===== src/rtl/battleship_pkg.sv =====
// Shared battleship types: cell encoding, board geometry and the firing-phase FSM states.
// Used by the placement state, the firing state and the VGA renderer.
package battleship_pkg;

   localparam int BOARD_N = 5;

   typedef enum logic [1:0] {
      AGUA   = 2'b00,
      BARCO  = 2'b01,
      TOCADO = 2'b10,
      FALLO  = 2'b11
   } cell_t;

   typedef cell_t [BOARD_N-1:0][BOARD_N-1:0] board_t;

   typedef enum logic [2:0] {
      S_IDLE = 3'd0,
      S_LOAD = 3'd1,
      S_WAIT = 3'd2,
      S_EVAL = 3'd3,
      S_OVER = 3'd4
   } state_t;

endpackage


===== src/rtl/rising_edge_detect.sv =====
// One-cycle pulse on a 0->1 transition of an already synchronised level.
module rising_edge_detect (
   input  logic clk,
   input  logic rst,
   input  logic in,
   output logic pulse
);

   logic in_q;

   always_ff @(posedge clk or negedge rst) begin
      if (!rst) in_q <= 1'b0;
      else      in_q <= in;
   end

   assign pulse = in & ~in_q;

endmodule


===== src/rtl/attack_shot_state.sv =====
// Firing-phase controller: snapshots the placed enemy board, resolves fire presses at the
// cursor into hit/miss/error, keeps the marked board and the remaining-ship count.
module attack_shot_state
   import battleship_pkg::*;
#(
   parameter int CNT_W = 3
) (
   input  logic             clk,
   input  logic             rst,
   input  logic             attack_State,
   input  logic [2:0]       i_actual,
   input  logic [2:0]       j_actual,
   input  logic [CNT_W-1:0] initial_ships_count,
   input  logic             fire_button,
   input  board_t           tablero_enemigo,
   output board_t           tablero_enemigo_out,
   output logic             shot_hit,
   output logic             shot_miss,
   output logic             shot_error,
   output logic             turn_done,
   output logic [CNT_W-1:0] ships_remaining,
   output logic             all_sunk
);

   localparam logic [2:0] LIM = 3'(BOARD_N);

   state_t           state_q, state_d;
   board_t           board_q, board_d;
   logic [CNT_W-1:0] ships_q, ships_d, ships_dec;
   logic [2:0]       row_q, row_d, col_q, col_d;
   logic             sunk_q, sunk_d;
   logic             hit_q, hit_d, miss_q, miss_d, err_q, err_d, done_q, done_d;
   logic             fire_pulse, in_range;
   cell_t            cur;

   rising_edge_detect u_fire_edge (
      .clk   (clk),
      .rst   (rst),
      .in    (fire_button),
      .pulse (fire_pulse)
   );

   assign in_range  = (row_q < LIM) && (col_q < LIM);
   assign cur       = in_range ? board_q[row_q][col_q] : AGUA;
   assign ships_dec = (ships_q == '0) ? '0 : ships_q - CNT_W'(1);

   always_comb begin
      state_d = state_q;
      board_d = board_q;
      ships_d = ships_q;
      sunk_d  = sunk_q;
      row_d   = row_q;
      col_d   = col_q;
      hit_d   = 1'b0;
      miss_d  = 1'b0;
      err_d   = 1'b0;
      done_d  = 1'b0;
      // Leaving the phase abandons any pending shot but keeps the board for the renderer.
      if (!attack_State) begin
         state_d = S_IDLE;
      end else begin
         case (state_q)
            S_IDLE: state_d = S_LOAD;
            S_LOAD: begin
               board_d = tablero_enemigo;
               ships_d = initial_ships_count;
               sunk_d  = (initial_ships_count == '0);
               state_d = (initial_ships_count == '0) ? S_OVER : S_WAIT;
            end
            S_WAIT: begin
               if (fire_pulse) begin
                  row_d   = i_actual;
                  col_d   = j_actual;
                  state_d = S_EVAL;
               end
            end
            S_EVAL: begin
               state_d = S_WAIT;
               if (!in_range) begin
                  err_d = 1'b1;
               end else begin
                  case (cur)
                     BARCO: begin
                        board_d[row_q][col_q] = TOCADO;
                        hit_d   = 1'b1;
                        done_d  = 1'b1;
                        ships_d = ships_dec;
                        if (ships_dec == '0) begin
                           sunk_d  = 1'b1;
                           state_d = S_OVER;
                        end
                     end
                     AGUA: begin
                        board_d[row_q][col_q] = FALLO;
                        miss_d = 1'b1;
                        done_d = 1'b1;
                     end
                     default: err_d = 1'b1;  // already-shot cell: player fires again
                  endcase
               end
            end
            S_OVER:  state_d = S_OVER;
            default: state_d = S_IDLE;
         endcase
      end
   end

   always_ff @(posedge clk or negedge rst) begin
      if (!rst) begin
         state_q <= S_IDLE;
         for (int r = 0; r < BOARD_N; r++)
            for (int c = 0; c < BOARD_N; c++)
               board_q[r][c] <= AGUA;
         ships_q <= '0;
         row_q   <= '0;
         col_q   <= '0;
         sunk_q  <= 1'b0;
         hit_q   <= 1'b0;
         miss_q  <= 1'b0;
         err_q   <= 1'b0;
         done_q  <= 1'b0;
      end else begin
         state_q <= state_d;
         board_q <= board_d;
         ships_q <= ships_d;
         row_q   <= row_d;
         col_q   <= col_d;
         sunk_q  <= sunk_d;
         hit_q   <= hit_d;
         miss_q  <= miss_d;
         err_q   <= err_d;
         done_q  <= done_d;
      end
   end

   assign tablero_enemigo_out = board_q;
   assign ships_remaining     = ships_q;
   assign all_sunk            = sunk_q;
   assign shot_hit            = hit_q;
   assign shot_miss           = miss_q;
   assign shot_error          = err_q;
   assign turn_done           = done_q;

endmodule

===== config.mk =====
export PLATFORM = sky130hd
export DESIGN_NAME = attack_shot_state
export DESIGN_NICKNAME = d
export VERILOG_FILES = /design/src/rtl/battleship_pkg.sv /design/src/rtl/rising_edge_detect.sv /design/src/rtl/attack_shot_state.sv
export SDC_FILE = /design/constraint.sdc
export NUM_CORES = 1
export LEC_CHECK = 0
export CORE_MARGIN = 2
export CORE_UTILIZATION = 51
export DETAILED_ROUTE_END_ITERATION = 16
export GPL_ROUTABILITY_DRIVEN = 0
export PLACE_DENSITY = 0.93
export SYNTH_ARGS = -nofsm -noshare
export SYNTH_HDL_FRONTEND = slang
export SYNTH_SLANG_ARGS = --single-unit

===== constraint.sdc =====
create_clock -name clk -period 3.8 [get_ports clk]
set_input_delay 0.76 -clock clk [delete_from_list [all_inputs] [get_ports clk]]
set_output_delay 0.76 -clock clk [all_outputs]
set_load 0.02 [all_outputs]

# ---- Word-level counts from Yosys, hierarchy flattened
# Cells that the tools add are included.
dict set report word_totals {
  reg_bits 68
  latch_bits 0
  ram_bits 0
  rom_bits 0
  input_bits 63
  output_inout_bits 58
  memories 0
}
dict set report classes {
  add_sub_neg 1
  mul 0
  n_div 0
  order_cmp 6
  n_eq_ne 10
  shift 0
  mux 43
  bitwise 6
  n_reduce_logical 14
}
# operator n
set op_table {}
lappend op_table {{$pmux W50 S2} 2}
lappend op_table {{$mux W50} 1}
lappend op_table {{$or A50 B50 Y50} 1}
lappend op_table {{$bmux W10 S3} 1}
lappend op_table {{$demux W10 S3} 1}
lappend op_table {{$mux W3} 9}
lappend op_table {{$and A25 B25 Y25} 1}
lappend op_table {{$not A25 Y25} 1}
lappend op_table {{$or A25 B25 Y25} 1}
lappend op_table {{$mux W10} 2}
lappend op_table {{$mux W1} 19}
lappend op_table {{$pmux W3 S5} 1}
lappend op_table {{$logic_not A3 Y1} 4}
lappend op_table {{$lt A3 B4 Y1 const B} 2}
lappend op_table {{$reduce_and A4 Y1} 2}
lappend op_table {{$bmux W2 S3} 1}
lappend op_table {{$demux W2 S3} 1}
lappend op_table {{$eq A3 B2 Y1 const B} 2}
lappend op_table {{$ge A3 B1 Y1 const B} 2}
lappend op_table {{$lt A3 B3 Y1 const B} 2}
lappend op_table {{$mux W2} 3}
lappend op_table {{$ne A2 B2 Y1 const B} 3}
lappend op_table {{$pmux W3 S2} 1}
lappend op_table {{$reduce_and A5 Y1} 1}
lappend op_table {{14 further kinds} 16}

# ---- Longest topological paths before layout
# Gate-level depths: netlist of run 1.
dict set report logic_depth {
  depth_word 11
  ltp_mapped 12
  mapped_depth_nobuf 7
}

# ---- Hierarchy
# A second synthesis of run 1 with hierarchy kept.
dict set report hier_totals {
  hier_cells 398
  area_unflattened_um2 3753.6
}
# module instances cells_each area_per_inst_um2 seq_area_each_um2
set by_module_without_submodules {}
lappend by_module_without_submodules {attack_shot_state 1 396 3714.8 1676.6}
lappend by_module_without_submodules {rising_edge_detect 1 2 38.8 25.0}

# ---- Worst setup path before layout of run 1
# No wires, ideal clock.
dict set report synth_timing {
  kind {reg-to-reg}
  from {register row_q[0]}
  to {register with a tool-made name}
  setup_ns 0.125
  t_arrival_ns 2.195
  required_time_ns 3.675
  slack_ns 1.480
  path_stages_with_launch 10
  n_path_buf 3
  cell_sequence {dfrtp_1 > buf_6 > buf_6 > nor3_2 > a22oi_1 > o311ai_1 > buf_6 > nor2_2 > a41oi_1 > mux2_2}
}
# element line_no
set synth_lines {}
lappend synth_lines {{start: declaration} attack_shot_state.sv:30} ;# logic [2:0] row_q, row_d, col_q, col_d;
lappend synth_lines {{start signal: assignment} attack_shot_state.sv:126} ;# row_q <= row_d;

==> impl_metrics.prom, run 1 <==
# TYPE chip_impl_metric gauge
chip_impl_metric{name="sw_ratio",unit=""} 0.439
chip_impl_metric{name="first_pass_grt_wire_length",unit="um"} 20900
chip_impl_metric{name="clk_latency",unit="ns"} 0.35
chip_impl_metric{name="synthAdderAreaFrac",unit=""} 0.00642
chip_impl_info{name="min_path_type",value="register to register"} 1
chip_impl_metric{name="power.combinational.fraction",unit=""} 0.498
chip_impl_metric{name="cts-htree-levels",unit=""} 3
chip_impl_metric{name="timing.max_slew.rel_slack",unit=""} 0.269
chip_impl_info{name="synth_common_cells",value="sky130_fd_sc_hd__nor2_1 (79), sky130_fd_sc_hd__dfrtp_1 (68), sky130_fd_sc_hd__a21oi_1 (29)"} 1
chip_impl_metric{name="total_leakage_power",unit="nW"} 2.13
chip_impl_metric{name="clkPwrFrac",unit=""} 0.155
chip_impl_metric{name="timing.final.crit_period",unit="ns"} 3.34
chip_impl_metric{name="number_of_global_route_vias_before_repair",unit=""} 4131
chip_impl_metric{name="critPathRequiredTime",unit="ns"} 4.03
chip_impl_info{name="yosysMostFrequentCell",value="sky130_fd_sc_hd__nor2_1"} 1
chip_impl_metric{name="cts_made_buffers",unit=""} 9
chip_impl_metric{name="place_hpwl",unit="um"} 9550
chip_impl_metric{name="critPathMaxFanout",unit=""} 16
chip_impl_metric{name="drive_above_1_share",unit=""} 0.104
chip_impl_metric{name="number_of_enable_flip_flop_cells_after_synthesis",unit=""} 0
chip_impl_metric{name="share_of_the_clock_period_used_by_the_worst_path_after_layout",unit=""} 0.880
chip_impl_metric{name="clock_skew",unit="ns"} 0.0125
chip_impl_metric{name="initial_utilization",unit=""} 0.532
chip_impl_metric{name="cts_sinks",unit=""} 68
chip_impl_info{name="synth_area_leaders",value="sky130_fd_sc_hd__dfrtp_1 (44%), sky130_fd_sc_hd__nor2_1 (7.6%), sky130_fd_sc_hd__a211oi_1 (4.2%)"} 1
chip_impl_metric{name="worst_ir_drop_vdd",unit="V"} 0.000452
chip_impl_metric{name="synth_xor_area_frac",unit=""} 0
chip_impl_info{name="synth_top_flop_cell",value="sky130_fd_sc_hd__dfrtp_1"} 1
chip_impl_info{name="worst_setup_path_end_kind",value="register"} 1
chip_impl_metric{name="floorplan.core_area",unit="um^2"} 7330
chip_impl_metric{name="post-cts-setup-buffers",unit=""} 0
chip_impl_metric{name="postSynthAreaPerCell",unit="um^2"} 9.31
chip_impl_metric{name="worst_setup_hold_path_clk_slew",unit="ns"} 0.08
chip_impl_metric{name="fin_util",unit=""} 0.729
chip_impl_metric{name="finalSetupViolCount",unit=""} 0
chip_impl_metric{name="crit_arrival",unit="ns"} 3.57
chip_impl_metric{name="synthSimpleGateAreaFrac",unit=""} 0.210
chip_impl_metric{name="synth_cell_type_count",unit=""} 57
chip_impl_info{name="grt_setup_unrepaired",value="false"} 1
chip_impl_metric{name="totalPowerFinal",unit="mW"} 3.70
chip_impl_metric{name="layout-area-overhead-vs-synth",unit="%"} 37.0
chip_impl_metric{name="drtAntennaViolNets",unit=""} 0
chip_impl_metric{name="via_density",unit=""} 6.53
chip_impl_metric{name="post_synth_inst_count",unit=""} 419
chip_impl_metric{name="total_switching_power",unit="mW"} 1.62
chip_impl_metric{name="detailed_router_iteration_count_before_antenna_repair",unit=""} 7
chip_impl_metric{name="netlist_area",unit="um^2"} 3900
chip_impl_metric{name="io_pins",unit=""} 121
chip_impl_metric{name="syn_nets",unit=""} 484
chip_impl_metric{name="ctsLongestPathBuffers",unit=""} 2
chip_impl_metric{name="worstMarginPinSlew",unit="ns"} 1.10
chip_impl_metric{name="synthMuxAreaShare",unit=""} 0.0927
chip_impl_info{name="status",value="completed"} 1
chip_impl_metric{name="grtUsageTotal",unit=""} 0.315
chip_impl_metric{name="num_vias",unit=""} 4179
chip_impl_metric{name="cts-resized-gates",unit=""} 0
chip_impl_info{name="main_combinational_cell_family_by_area_after_synthesis",value="simple AND/OR/NAND/NOR gates"} 1
chip_impl_metric{name="cap_violations",unit=""} 0
chip_impl_metric{name="totalWireLength",unit="um"} 13000
chip_impl_metric{name="grt_antenna_before_repair",unit=""} 0
chip_impl_metric{name="synth_compound_gate_area_share",unit=""} 0.206
chip_impl_info{name="synthDominantAreaCellType",value="sky130_fd_sc_hd__dfrtp_1"} 1
chip_impl_metric{name="share_seq_of_total_power",unit=""} 0.347
chip_impl_metric{name="drt-wirelength-per-cell",unit="um"} 20.3
chip_impl_metric{name="design.final.nets",unit=""} 601
chip_impl_metric{name="die_area",unit="um^2"} 8360
chip_impl_metric{name="report.final.hold_viol_count",unit=""} 0
chip_impl_metric{name="power-per-cell-area",unit="nW/um^2"} 692
chip_impl_metric{name="internal-power",unit="mW"} 2.07
chip_impl_info{name="setup.worst_path.start_class",value="register"} 1
chip_impl_metric{name="synth.yosys.warnings",unit=""} 0
chip_impl_metric{name="drc",unit=""} 0
chip_impl_metric{name="place.port_buffers",unit=""} 120
chip_impl_metric{name="rows",unit=""} 31
chip_impl_metric{name="chipWidth",unit="um"} 91.4
chip_impl_info{name="cts_tree",value="done"} 1
chip_impl_metric{name="synth_seq_cells",unit=""} 68
chip_impl_metric{name="tns",unit="ns"} 0
chip_impl_metric{name="timing.fmax",unit="GHz"} 0.299
chip_impl_metric{name="yosysSeqAreaShare",unit=""} 0.436
chip_impl_metric{name="largest_net_degree_at_the_start_of_global_routing",unit=""} 52
chip_impl_metric{name="detail_route.iter0.violations",unit=""} 777
chip_impl_info{name="worst-setup-path-type",value="register to register"} 1
chip_impl_metric{name="n_antenna_cell",unit=""} 0
chip_impl_metric{name="holdBufCountCts",unit=""} 0
chip_impl_metric{name="synth_async_sr_flop_share",unit=""} 1.00
chip_impl_metric{name="congestion_overflow_gr",unit=""} 0
chip_impl_metric{name="yosys.area.top_type_share",unit=""} 0.436
chip_impl_metric{name="die_height",unit="um"} 91.4
chip_impl_info{name="clk_root_buffer_cell",value="sky130_fd_sc_hd__clkbuf_8"} 1
chip_impl_metric{name="slew_violations",unit=""} 0
## path summary, 6_finish.rpt
kind                       depth (start not counted)  slack [ns]                                 from                                   to
setup / recovery                                   7        0.46                 row_q[2]$_DFFE_PN0P_                             register
hold reg to reg                                    1        0.55  tablero_enemigo_out[29]$_DFFE_PN0P_  tablero_enemigo_out[29]$_DFFE_PN0P_
setup reg to reg                                   7        0.46                 row_q[2]$_DFFE_PN0P_                             register
min in group asynchronous                          1        0.61                                  rst       ships_remaining[2]$_DFFE_PN0P_
hold / removal                                     1        0.55  tablero_enemigo_out[29]$_DFFE_PN0P_  tablero_enemigo_out[29]$_DFFE_PN0P_
max in group asynchronous                          2        2.38                                  rst           asynchronous set/reset pin
## power groups by stage
stage	Combinational, mW	Clock [mW]	Sequential [mW]
2_1_floorplan	0.903	0	1.40
3_5_place_dp	1.79	0	1.27
3_3_place_gp	1.74	0	1.25
6_report	1.84	0.574	1.28
4_1_cts	1.81	0.577	1.27
5_1_grt	1.95	0.607	1.30
## worst max-delay path: stages (launching register included)
cell and delay, ns:
sky130_fd_sc_hd__dfrtp_1 0.65, sky130_fd_sc_hd__inv_2 0.17, sky130_fd_sc_hd__nor3_2 0.43, sky130_fd_sc_hd__a22oi_1 0.22
sky130_fd_sc_hd__o21ai_1 0.72, sky130_fd_sc_hd__nor2_2 0.25, sky130_fd_sc_hd__a41oi_1 0.40, sky130_fd_sc_hd__mux2_2 0.39
## final cells by class
class / count / area, um^2
Fill cell: 499 / 1990
Timing Repair Buffer: 131 / 1280
Tap cell: 99 / 124
Clock inverter: 6 / 55.1
Sequential cell: 68 / 1700
Clock buffer: 10 / 128
Multi-Input combinational cell: 314 / 2010
Inverter: 12 / 45.0
## cells by family (layout without fill, tap and decap cells)
logic type	Yosys count	in the layout
multiplexers	29	29
AND/OR/NAND/NOR	168	168
AO/OA/AOI/OAI	115	115
flip-flops	68	68
adder cells (fa/ha/maj)	2	2
buffers and inverters	37	159
## metal layers
layer / vias to the layer above / track usage / routed length [um]
li1: 1785 / - / -
met1: 1923 / 0.412 / 4820
met2: 388 / 0.500 / 5990
met3: 83 / 0.0581 / 1440
met4: 0 / 0.157 / 720
met5: - / 0 / 0
## per-stage QoR
stage	cells	worst slack, ns	hold slack, ns	instance area (um^2)
final	640	0.457	0.548	5340
after global routing	640	0.238	0.574	5340
after CTS	640	0.595	0.542	5340
after detailed placement	624	0.629	0.514	5160
after global placement	624	0.798	0.517	5160
after floorplan	419	1.48	0.464	3900
## cells in the final DEF (no fill, tap or decap), drive strengths merged, types with 4 or more instances in the layout
cell type / Yosys / final
mux2i: 11 / 11
nand2b: 5 / 5
a32o: 6 / 6
inv: 12 / 12
clkdlybuf4s50: 0 / 119
nor2: 80 / 80
nand3: 12 / 12
a31oi: 5 / 5
mux4: 4 / 4
a211oi: 23 / 23
a21oi: 29 / 29
mux2: 14 / 14
nand2: 21 / 21
nor4: 6 / 6
dfrtp: 68 / 68
o31ai: 6 / 6
o22a: 5 / 5
nor3: 17 / 17
and2: 6 / 6
clkinv: 0 / 5
clkbuf: 15 / 10
a22oi: 5 / 5
and3: 6 / 6
o21ai: 13 / 13
buf: 10 / 12
No activity file was read; power rests on OpenSTA's default activity.
==> run 2, diff against run 1 <==
--- a/config.mk
+++ b/config.mk
@@ -5,11 +5,15 @@
 export SDC_FILE = /design/constraint.sdc
 export NUM_CORES = 1
 export LEC_CHECK = 0
+export CELL_PAD_IN_SITES_DETAIL_PLACEMENT = 2
+export CELL_PAD_IN_SITES_GLOBAL_PLACEMENT = 2
 export CORE_MARGIN = 2
-export CORE_UTILIZATION = 51
+export CORE_UTILIZATION = 30
+export CTS_CLUSTER_DIAMETER = 120
 export DETAILED_ROUTE_END_ITERATION = 16
 export GPL_ROUTABILITY_DRIVEN = 0
 export PLACE_DENSITY = 0.93
+export SLEW_MARGIN = 15
 export SYNTH_ARGS = -nofsm -noshare
 export SYNTH_HDL_FRONTEND = slang
 export SYNTH_SLANG_ARGS = --single-unit
==> impl_metrics.prom, run 2 (synthesized netlist as in run 1, its figures left out) <==
# TYPE chip_impl_metric gauge
chip_impl_metric{name="drive_above_1_share",unit=""} 0.101
chip_impl_info{name="hold_path_startpoint",value="tablero_enemigo_out[21]$_DFFE_PN0P_"} 1
chip_impl_info{name="cts_tree",value="done"} 1
chip_impl_metric{name="timing.max_slew.rel_slack",unit=""} 0.242
chip_impl_metric{name="design.final.nets",unit=""} 603
chip_impl_metric{name="totalWireLength",unit="um"} 18100
chip_impl_metric{name="finalSetupViolCount",unit=""} 0
chip_impl_metric{name="worst_ir_drop_vdd",unit="V"} 0.000239
chip_impl_metric{name="drc",unit=""} 0
chip_impl_metric{name="congestion_overflow_gr",unit=""} 0
chip_impl_metric{name="cap_violations",unit=""} 0
chip_impl_metric{name="initial_utilization",unit=""} 0.308
chip_impl_metric{name="via_density",unit=""} 5.81
chip_impl_metric{name="number_of_global_route_vias_before_repair",unit=""} 4690
chip_impl_info{name="status",value="completed"} 1
chip_impl_metric{name="clk_latency",unit="ns"} 0.35
chip_impl_metric{name="n_antenna_cell",unit=""} 0
chip_impl_metric{name="clock_skew",unit="ns"} 0.0104
chip_impl_metric{name="multi_input_area",unit="um^2"} 2010
chip_impl_metric{name="rows",unit=""} 41
chip_impl_metric{name="chipWidth",unit="um"} 118
chip_impl_metric{name="tns",unit="ns"} 0
chip_impl_metric{name="placedInstanceArea",unit="um^2"} 5270
chip_impl_metric{name="grt_antenna_before_repair",unit=""} 0
chip_impl_metric{name="timing.hold.worst_path_depth",unit=""} 2
chip_impl_metric{name="layout-area-overhead-vs-synth",unit="%"} 41.8
chip_impl_info{name="worst_setup_path_end_kind",value="register"} 1
chip_impl_metric{name="grtUsageTotal",unit=""} 0.266
chip_impl_metric{name="timing.fmax",unit="GHz"} 0.287
chip_impl_metric{name="reg2reg_setup_slack",unit="ns"} 0.32
chip_impl_metric{name="drtAntennaViolNets",unit=""} 0
chip_impl_metric{name="holdBufCountCts",unit=""} 0
chip_impl_metric{name="slew_violations",unit=""} 0
chip_impl_info{name="clk_root_buffer_cell",value="sky130_fd_sc_hd__clkbuf_16"} 1
chip_impl_metric{name="detailed_router_iteration_count_before_antenna_repair",unit=""} 5
chip_impl_metric{name="place.port_buffers",unit=""} 120
chip_impl_info{name="reg2reg_start",value="row_q[0]$_DFFE_PN0P_"} 1
chip_impl_info{name="layout.cells.most_common_list",value="sky130_fd_sc_hd__clkdlybuf4s50_1 (119), sky130_fd_sc_hd__nor2_1 (78), sky130_fd_sc_hd__dfrtp_1 (68)"} 1
chip_impl_metric{name="first_pass_grt_wire_length",unit="um"} 28500
chip_impl_metric{name="worst_hold_slack",unit="ns"} 0.553
chip_impl_metric{name="numPlacedInstances",unit=""} 699
chip_impl_info{name="min_path_type",value="register to register"} 1
chip_impl_metric{name="ff_to_ff_path_depth",unit=""} 8
chip_impl_metric{name="cts_sinks",unit=""} 68
chip_impl_metric{name="floorplan.core_area",unit="um^2"} 12700
chip_impl_metric{name="cts_made_buffers",unit=""} 9
chip_impl_metric{name="cts-resized-gates",unit=""} 0
chip_impl_metric{name="num_vias",unit=""} 4155
chip_impl_metric{name="detail_route.iter0.violations",unit=""} 253
chip_impl_metric{name="total_leakage_power",unit="nW"} 2.17
chip_impl_metric{name="final_design_area_no_fill",unit="um^2"} 5530
chip_impl_metric{name="post-cts-setup-buffers",unit=""} 0
chip_impl_metric{name="report.final.hold_viol_count",unit=""} 0
chip_impl_metric{name="drt-wirelength-per-cell",unit="um"} 25.4
chip_impl_metric{name="fin_cells",unit=""} 715
chip_impl_metric{name="place_hpwl",unit="um"} 12700
chip_impl_metric{name="critPathMaxFanout",unit=""} 12
chip_impl_info{name="grt_setup_unrepaired",value="false"} 1
chip_impl_metric{name="power-per-cell-area",unit="nW/um^2"} 742
chip_impl_info{name="worst-setup-path-type",value="register to register"} 1
chip_impl_metric{name="largest_net_degree_at_the_start_of_global_routing",unit=""} 69
chip_impl_metric{name="layout.filler_cells",unit=""} 1339
chip_impl_metric{name="fin_util",unit=""} 0.437
chip_impl_metric{name="cts-htree-levels",unit=""} 3
chip_impl_metric{name="regArea",unit="um^2"} 1700
chip_impl_metric{name="die_height",unit="um"} 118
chip_impl_metric{name="timing.final.crit_period",unit="ns"} 3.48
chip_impl_info{name="setup.worst_path.start_class",value="register"} 1
chip_impl_metric{name="crit_arrival",unit="ns"} 3.70
chip_impl_metric{name="share_of_the_clock_period_used_by_the_worst_path_after_layout",unit=""} 0.916
chip_impl_metric{name="worstMarginPinSlew",unit="ns"} 1.12
chip_impl_metric{name="io_pins",unit=""} 121
chip_impl_info{name="layout.cells.most_common",value="sky130_fd_sc_hd__clkdlybuf4s50_1"} 1
chip_impl_metric{name="die_area",unit="um^2"} 13900
chip_impl_info{name="timing.hold.worst_endpoint",value="tablero_enemigo_out[21]$_DFFE_PN0P_"} 1
chip_impl_metric{name="critPathRequiredTime",unit="ns"} 4.02
chip_impl_metric{name="worst_setup_hold_path_clk_slew",unit="ns"} 0.06
chip_impl_metric{name="ctsLongestPathBuffers",unit=""} 2
run 2: worst max path at each step:
stage | slack (ns) | depth (start not counted) | end | from
floorplan | 1.48 | 9 | register | row_q[0]$_DFFE_PN0P_
global placement | 0.76 | 6 | register | attack_State
CTS | 0.39 | 8 | register | row_q[0]$_DFFE_PN0P_
global route | 0.19 | 8 | register | row_q[0]$_DFFE_PN0P_
detailed placement | 0.55 | 8 | register | row_q[0]$_DFFE_PN0P_
finish | 0.32 | 8 | register | row_q[0]$_DFFE_PN0P_
run 2: where the power goes:
| group | switching (mW) | internal, mW |
|---|---|---|
| registers | 0.309 | 0.958 |
| logic | 1.22 | 0.839 |
| clock network | 0.320 | 0.458 |
run 2: metal layers:
metal	track usage	wire length, um	vias up
met5	0	0	-
met4	0.127	694	0
met3	0.0683	1300	63
met2	0.449	8980	216
met1	0.314	7180	2089
li1	-	-	1787
run 2: stage by stage:
step / power (mW) / worst slack (ns)
6_report: 4.10 / 0.319
5_1_grt: 4.27 / 0.195
4_1_cts: 4.07 / 0.386
3_5_place_dp: 3.23 / 0.555
3_3_place_gp: 3.10 / 0.762
2_1_floorplan: 2.30 / 1.48
run 2: area by class of cell:
| cell class | count | share of cell area |
|---|---|---|
| timing repair buffer | 133 | 0.234 |
| multi-input combinational | 314 | 0.364 |
| inverter | 12 | 0.00814 |
| clock inverter | 2 | 0.00181 |
| tap | 172 | 0.0389 |
| clock buffer | 14 | 0.0459 |
| sequential | 68 | 0.308 |
run 2: worst max-delay path, stage by stage (launching register included):
cell and delay, ns:
sky130_fd_sc_hd__dfrtp_1 0.59, sky130_fd_sc_hd__buf_4 0.33, sky130_fd_sc_hd__mux2_4 0.33, sky130_fd_sc_hd__o2bb2ai_1 0.13
sky130_fd_sc_hd__o21ai_1 0.16, sky130_fd_sc_hd__o21ai_1 0.36, sky130_fd_sc_hd__or2_1 0.52, sky130_fd_sc_hd__o31ai_1 0.52
sky130_fd_sc_hd__mux2_2 0.41
==> run 3, diff against run 2 <==
--- a/config.mk
+++ b/config.mk
@@ -8,11 +8,12 @@
 export CELL_PAD_IN_SITES_DETAIL_PLACEMENT = 2
 export CELL_PAD_IN_SITES_GLOBAL_PLACEMENT = 2
 export CORE_MARGIN = 2
-export CORE_UTILIZATION = 30
+export CORE_UTILIZATION = 31
+export CTS_BUF_LIST = sky130_fd_sc_hd__clkbuf_8
 export CTS_CLUSTER_DIAMETER = 120
 export DETAILED_ROUTE_END_ITERATION = 16
 export GPL_ROUTABILITY_DRIVEN = 0
-export PLACE_DENSITY = 0.93
+export PLACE_DENSITY = 0.95
 export SLEW_MARGIN = 15
 export SYNTH_ARGS = -nofsm -noshare
 export SYNTH_HDL_FRONTEND = slang
==> impl_metrics.prom, run 3 (synthesized netlist as in run 1, its figures left out) <==
# TYPE chip_impl_metric gauge
chip_impl_metric{name="cts-resized-gates",unit=""} 0
chip_impl_metric{name="tns",unit="ns"} 0
chip_impl_metric{name="fin_cells",unit=""} 710
chip_impl_metric{name="timing.fmax",unit="GHz"} 0.289
chip_impl_metric{name="place.port_buffers",unit=""} 120
chip_impl_metric{name="finalSetupViolCount",unit=""} 0
chip_impl_info{name="setup.worst_path.start_class",value="register"} 1
chip_impl_metric{name="worst_hold_slack",unit="ns"} 0.474
chip_impl_metric{name="num_vias",unit=""} 4077
chip_impl_metric{name="die_area",unit="um^2"} 13500
chip_impl_metric{name="largest_net_degree_at_the_start_of_global_routing",unit=""} 37
chip_impl_metric{name="n_antenna_cell",unit=""} 0
chip_impl_metric{name="timing.max_slew.rel_slack",unit=""} 0.346
chip_impl_metric{name="slew_violations",unit=""} 0
chip_impl_metric{name="numPlacedInstances",unit=""} 694
chip_impl_metric{name="report.final.hold_viol_count",unit=""} 0
chip_impl_info{name="clk_root_buffer_cell",value="sky130_fd_sc_hd__clkbuf_8"} 1
chip_impl_info{name="layout.cells.most_common",value="sky130_fd_sc_hd__clkdlybuf4s50_1"} 1
chip_impl_metric{name="totalWireLength",unit="um"} 17000
chip_impl_metric{name="layout-area-overhead-vs-synth",unit="%"} 40.3
chip_impl_metric{name="detail_route.iter0.violations",unit=""} 259
chip_impl_metric{name="holdBufCountCts",unit=""} 0
chip_impl_metric{name="clk_latency",unit="ns"} 0.36
chip_impl_metric{name="post-cts-setup-buffers",unit=""} 0
chip_impl_metric{name="cts_made_buffers",unit=""} 9
chip_impl_metric{name="ff_to_ff_path_depth",unit=""} 7
chip_impl_metric{name="grt_antenna_before_repair",unit=""} 0
chip_impl_metric{name="design.final.nets",unit=""} 602
chip_impl_metric{name="clock_skew",unit="ns"} 0.00736
chip_impl_metric{name="layout.filler_cells",unit=""} 1307
chip_impl_metric{name="crit_arrival",unit="ns"} 3.70
chip_impl_metric{name="ctsLongestPathBuffers",unit=""} 2
chip_impl_info{name="grt_setup_unrepaired",value="false"} 1
chip_impl_metric{name="setup_ws",unit="ns"} 0.346
chip_impl_metric{name="drc",unit=""} 0
chip_impl_metric{name="worstMarginPinSlew",unit="ns"} 0.975
chip_impl_info{name="reg2reg_start",value="row_q[1]$_DFFE_PN0P_"} 1
chip_impl_metric{name="reg2reg_setup_slack",unit="ns"} 0.35
chip_impl_metric{name="critPathRequiredTime",unit="ns"} 4.05
chip_impl_metric{name="worst_setup_hold_path_clk_slew",unit="ns"} 0.08
chip_impl_metric{name="cts_sinks",unit=""} 68
chip_impl_metric{name="initial_utilization",unit=""} 0.321
chip_impl_metric{name="drive_above_1_share",unit=""} 0.105
chip_impl_metric{name="place_hpwl",unit="um"} 12600
chip_impl_info{name="worst-setup-path-type",value="register to register"} 1
chip_impl_metric{name="number_of_global_route_vias_before_repair",unit=""} 4691
chip_impl_metric{name="total_leakage_power",unit="nW"} 2.15
chip_impl_metric{name="grtUsageTotal",unit=""} 0.265
chip_impl_metric{name="chipWidth",unit="um"} 116
chip_impl_metric{name="io_pins",unit=""} 121
chip_impl_metric{name="preCtsSetupSlack",unit="ns"} 0.501
chip_impl_info{name="cts_tree",value="done"} 1
chip_impl_metric{name="timing.final.crit_period",unit="ns"} 3.45
chip_impl_metric{name="via_density",unit=""} 5.74
chip_impl_metric{name="worst_ir_drop_vdd",unit="V"} 0.000245
chip_impl_metric{name="floorplan.core_area",unit="um^2"} 12200
chip_impl_info{name="worst_setup_path_end_kind",value="register"} 1
chip_impl_metric{name="drt-wirelength-per-cell",unit="um"} 24.0
chip_impl_metric{name="drtAntennaViolNets",unit=""} 0
chip_impl_info{name="status",value="completed"} 1
chip_impl_metric{name="die_height",unit="um"} 116
chip_impl_metric{name="cap_violations",unit=""} 0
chip_impl_metric{name="detailed_router_iteration_count_before_antenna_repair",unit=""} 4
chip_impl_metric{name="critPathMaxFanout",unit=""} 23
chip_impl_metric{name="power-per-cell-area",unit="nW/um^2"} 718
chip_impl_metric{name="rows",unit=""} 40
chip_impl_info{name="min_path_type",value="input pin to asynchronous set/reset pin"} 1
chip_impl_metric{name="cts-htree-levels",unit=""} 3
chip_impl_metric{name="congestion_overflow_gr",unit=""} 0
chip_impl_info{name="layout.cells.most_common_list",value="sky130_fd_sc_hd__clkdlybuf4s50_1 (119), sky130_fd_sc_hd__nor2_1 (78), sky130_fd_sc_hd__dfrtp_1 (68)"} 1
chip_impl_metric{name="first_pass_grt_wire_length",unit="um"} 26600
chip_impl_metric{name="share_of_the_clock_period_used_by_the_worst_path_after_layout",unit=""} 0.909
==> run 3: how the worst max path moves through the flow <==
| stage | startpoint | slack [ns] | cells after the start | endpoint |
|---|---|---|---|---|
| final | row_q[1]$_DFFE_PN0P_ | 0.35 | 7 | register |
| after global routing | row_q[1]$_DFFE_PN0P_ | 0.25 | 7 | register |
| after detailed placement | row_q[2]$_DFFE_PN0P_ | 0.50 | 8 | register |
| after floorplan | row_q[0]$_DFFE_PN0P_ | 1.48 | 9 | register |
| after global placement | attack_State | 0.78 | 6 | register |
| after CTS | row_q[1]$_DFFE_PN0P_ | 0.46 | 7 | register |
==> run 3: final cells by class <==
| type | count | area [um^2] | area share |
|---|---|---|---|
| multi-input combinational | 314 | 2010 | 0.368 |
| clock inverter | 6 | 78.8 | 0.0144 |
| tap | 168 | 210 | 0.0384 |
| sequential | 68 | 1700 | 0.311 |
| clock buffer | 10 | 138 | 0.0252 |
| timing repair buffer | 132 | 1290 | 0.235 |
| inverter | 12 | 45.0 | 0.00823 |
==> run 3: power by group <==
part,leakage (nW),internal [mW],switching (mW)
Sequential,0.780,0.956,0.331
Clock,0.117,0.382,0.294
Combinational,1.26,0.831,1.13
==> run 3: routing by layer <==
metal / routed length (um) / up-vias / GRT usage
met4: 558 / 0 / 0.120
met1: 6960 / 2115 / 0.318
met3: 800 / 37 / 0.0472
li1: - / 1786 / -
met5: 0 / - / 0
met2: 8720 / 139 / 0.464
==> run 3: through the flow <==
| stage | power [mW] | instance area, um^2 | utilization |
|---|---|---|---|
| 2_1_floorplan | 2.30 | 3900 | - |
| 3_3_place_gp | 3.07 | 5260 | 0.432 |
| 3_5_place_dp | 3.20 | 5260 | 0.432 |
| 4_1_cts | 3.93 | 5470 | 0.450 |
| 5_1_grt | 4.13 | 5470 | 0.450 |
| 6_report | 3.93 | 5470 | 0.450 |
==> run 3: critical path, stage by stage, from the launching register on <==
cell	delay [ns]
sky130_fd_sc_hd__dfrtp_1	0.91
sky130_fd_sc_hd__nand2b_1	0.35
sky130_fd_sc_hd__o2bb2ai_1	0.29
sky130_fd_sc_hd__o21ai_1	0.10
sky130_fd_sc_hd__o21ai_1	0.57
sky130_fd_sc_hd__nor2_2	0.31
sky130_fd_sc_hd__a41oi_1	0.42
sky130_fd_sc_hd__mux2_2	0.38
==> patch (config.mk and constraints of run 2) <==
Reset style: synchronous (`rst`), changed in 2 clocked blocks.
--- a/src/rtl/rising_edge_detect.sv
+++ b/src/rtl/rising_edge_detect.sv
@@ -9,5 +9,5 @@
    logic in_q;
 
-   always_ff @(posedge clk or negedge rst) begin
+   always_ff @(posedge clk) begin
       if (!rst) in_q <= 1'b0;
       else      in_q <= in;
--- a/src/rtl/attack_shot_state.sv
+++ b/src/rtl/attack_shot_state.sv
@@ -106,5 +106,5 @@
    end
 
-   always_ff @(posedge clk or negedge rst) begin
+   always_ff @(posedge clk) begin
       if (!rst) begin
          state_q <= S_IDLE;
Check against the original RTL: differs if rst is asserted again (counterexample within 4 cycles, from zero or initial values and one cycle with rst low); with rst held inactive, the same outputs for 4 cycles.
==> patch against run 2 <==
- synthesized area increased by 1.2%
- worst setup slack worse by 0.072 ns
- wire length up 4.1%
- sequential cell count unchanged
- final area about the same
- critical path type unchanged
Power is not compared: it rests on default switching activity, and its combinational part moved more than twofold at a synthesized area within 25%.
==> patch: results (changes against run 2) <==
nFillCells: 1445  # +7.9%
r2r_slack_ns: 0.25  # -0.07 ns
ys_types: 58  # +1.8%
slowest_delay_ns: 0.75  # +0.16 ns
skew_ns: 0.01008  # -0.0003464 ns
post-place-ws_ns: 0.3003  # -0.2542 ns
dr_total_vias: 4603  # +11%
synth-adder-area-share: 0.006339  # -0.00007728
drtIter0Drc: 338  # +34%
viasPerCell: 6.089  # +4.8%
min_from: "ships_remaining[2]$_SDFFE_PN0P_"
synth_compound_area_frac: 0.3255  # +0.1192
hold_slack_ns: 0.5038  # -0.04923 ns
worst_path_max_delay_cell: "dfxtp_1"
synthTopCellsByCount: "dfxtp_1, nand3_1, nor2_1"
place_inst: 740  # +5.9%
status: "complete, no violations"
r2r-start: "row_q[0]$_SDFFE_PN0P_"
placed_cell_area_sq_um: 5250  # -0.33%
hold_path.class: "reg -> reg"
worst_pin_slew_ns: 1.203  # +0.08258 ns
grt_max_degree: 41  # -41%
grt_pass1_vias: 5061  # +7.9%
postSynth.asyncResetShare: 0  # -1.000
drive_gt1_frac: 0.1027  # +0.001451
synthTopCellsByArea: "dfxtp_1, nand3_1, mux2i_1, nor2_1, a31oi_1"
max_clock_freq_mhz: 281.4  # -2.0%
ys_seq_area_frac: 0.3448  # -0.09147
synthCells: 486  # +16%
grt_usage: 0.2698  # +0.004049
cp_max_fo: 27  # +15
holdPathEnd: "ships_remaining[2]$_SDFFE_PN0P_"
grt_pass1_wl_microns: 29640  # +3.9%
rr_worst_depth: 9  # +1
synthMuxAreaShare: 0.05769  # -0.03503
layout.nets: 644  # +6.8%
dp_hpwl_microns: 13000  # +2.5%
drt_wl_total_microns: 18890  # +4.1%
==> patch: changes by cell type after synthesis, sizes merged, moves of 10 or more <==
cell,run 2,this run
a31oi,5,25
o21ai,13,30
o22ai,2,19
dfxtp,0,68
mux2,14,4
a311oi,3,13
dfrtp,68,0
clkbuf,15,37
nand3,12,45
nor2,80,43
==> patch: per-layer routing <==
layer,vias to the layer above,GRT usage,routed length [microns]
li1,2037,-,-
met1,2283,0.3265,7609
met2,237,0.4626,9434
met3,46,0.05888,1309
met4,0,0.1079,531
met5,-,0,0
==> patch: final cells by class <==
class                   instances  area, sq um  area share
multi-input cells             355         2311      0.4179
inverters                       7        26.28    0.004751
repair buffers                138         1336      0.2416
well taps                     172        215.2     0.03891
flip-flops and latches         68         1361      0.2462
clock buffers                   9        225.2     0.04072
clock inverters                 7        55.05    0.009955
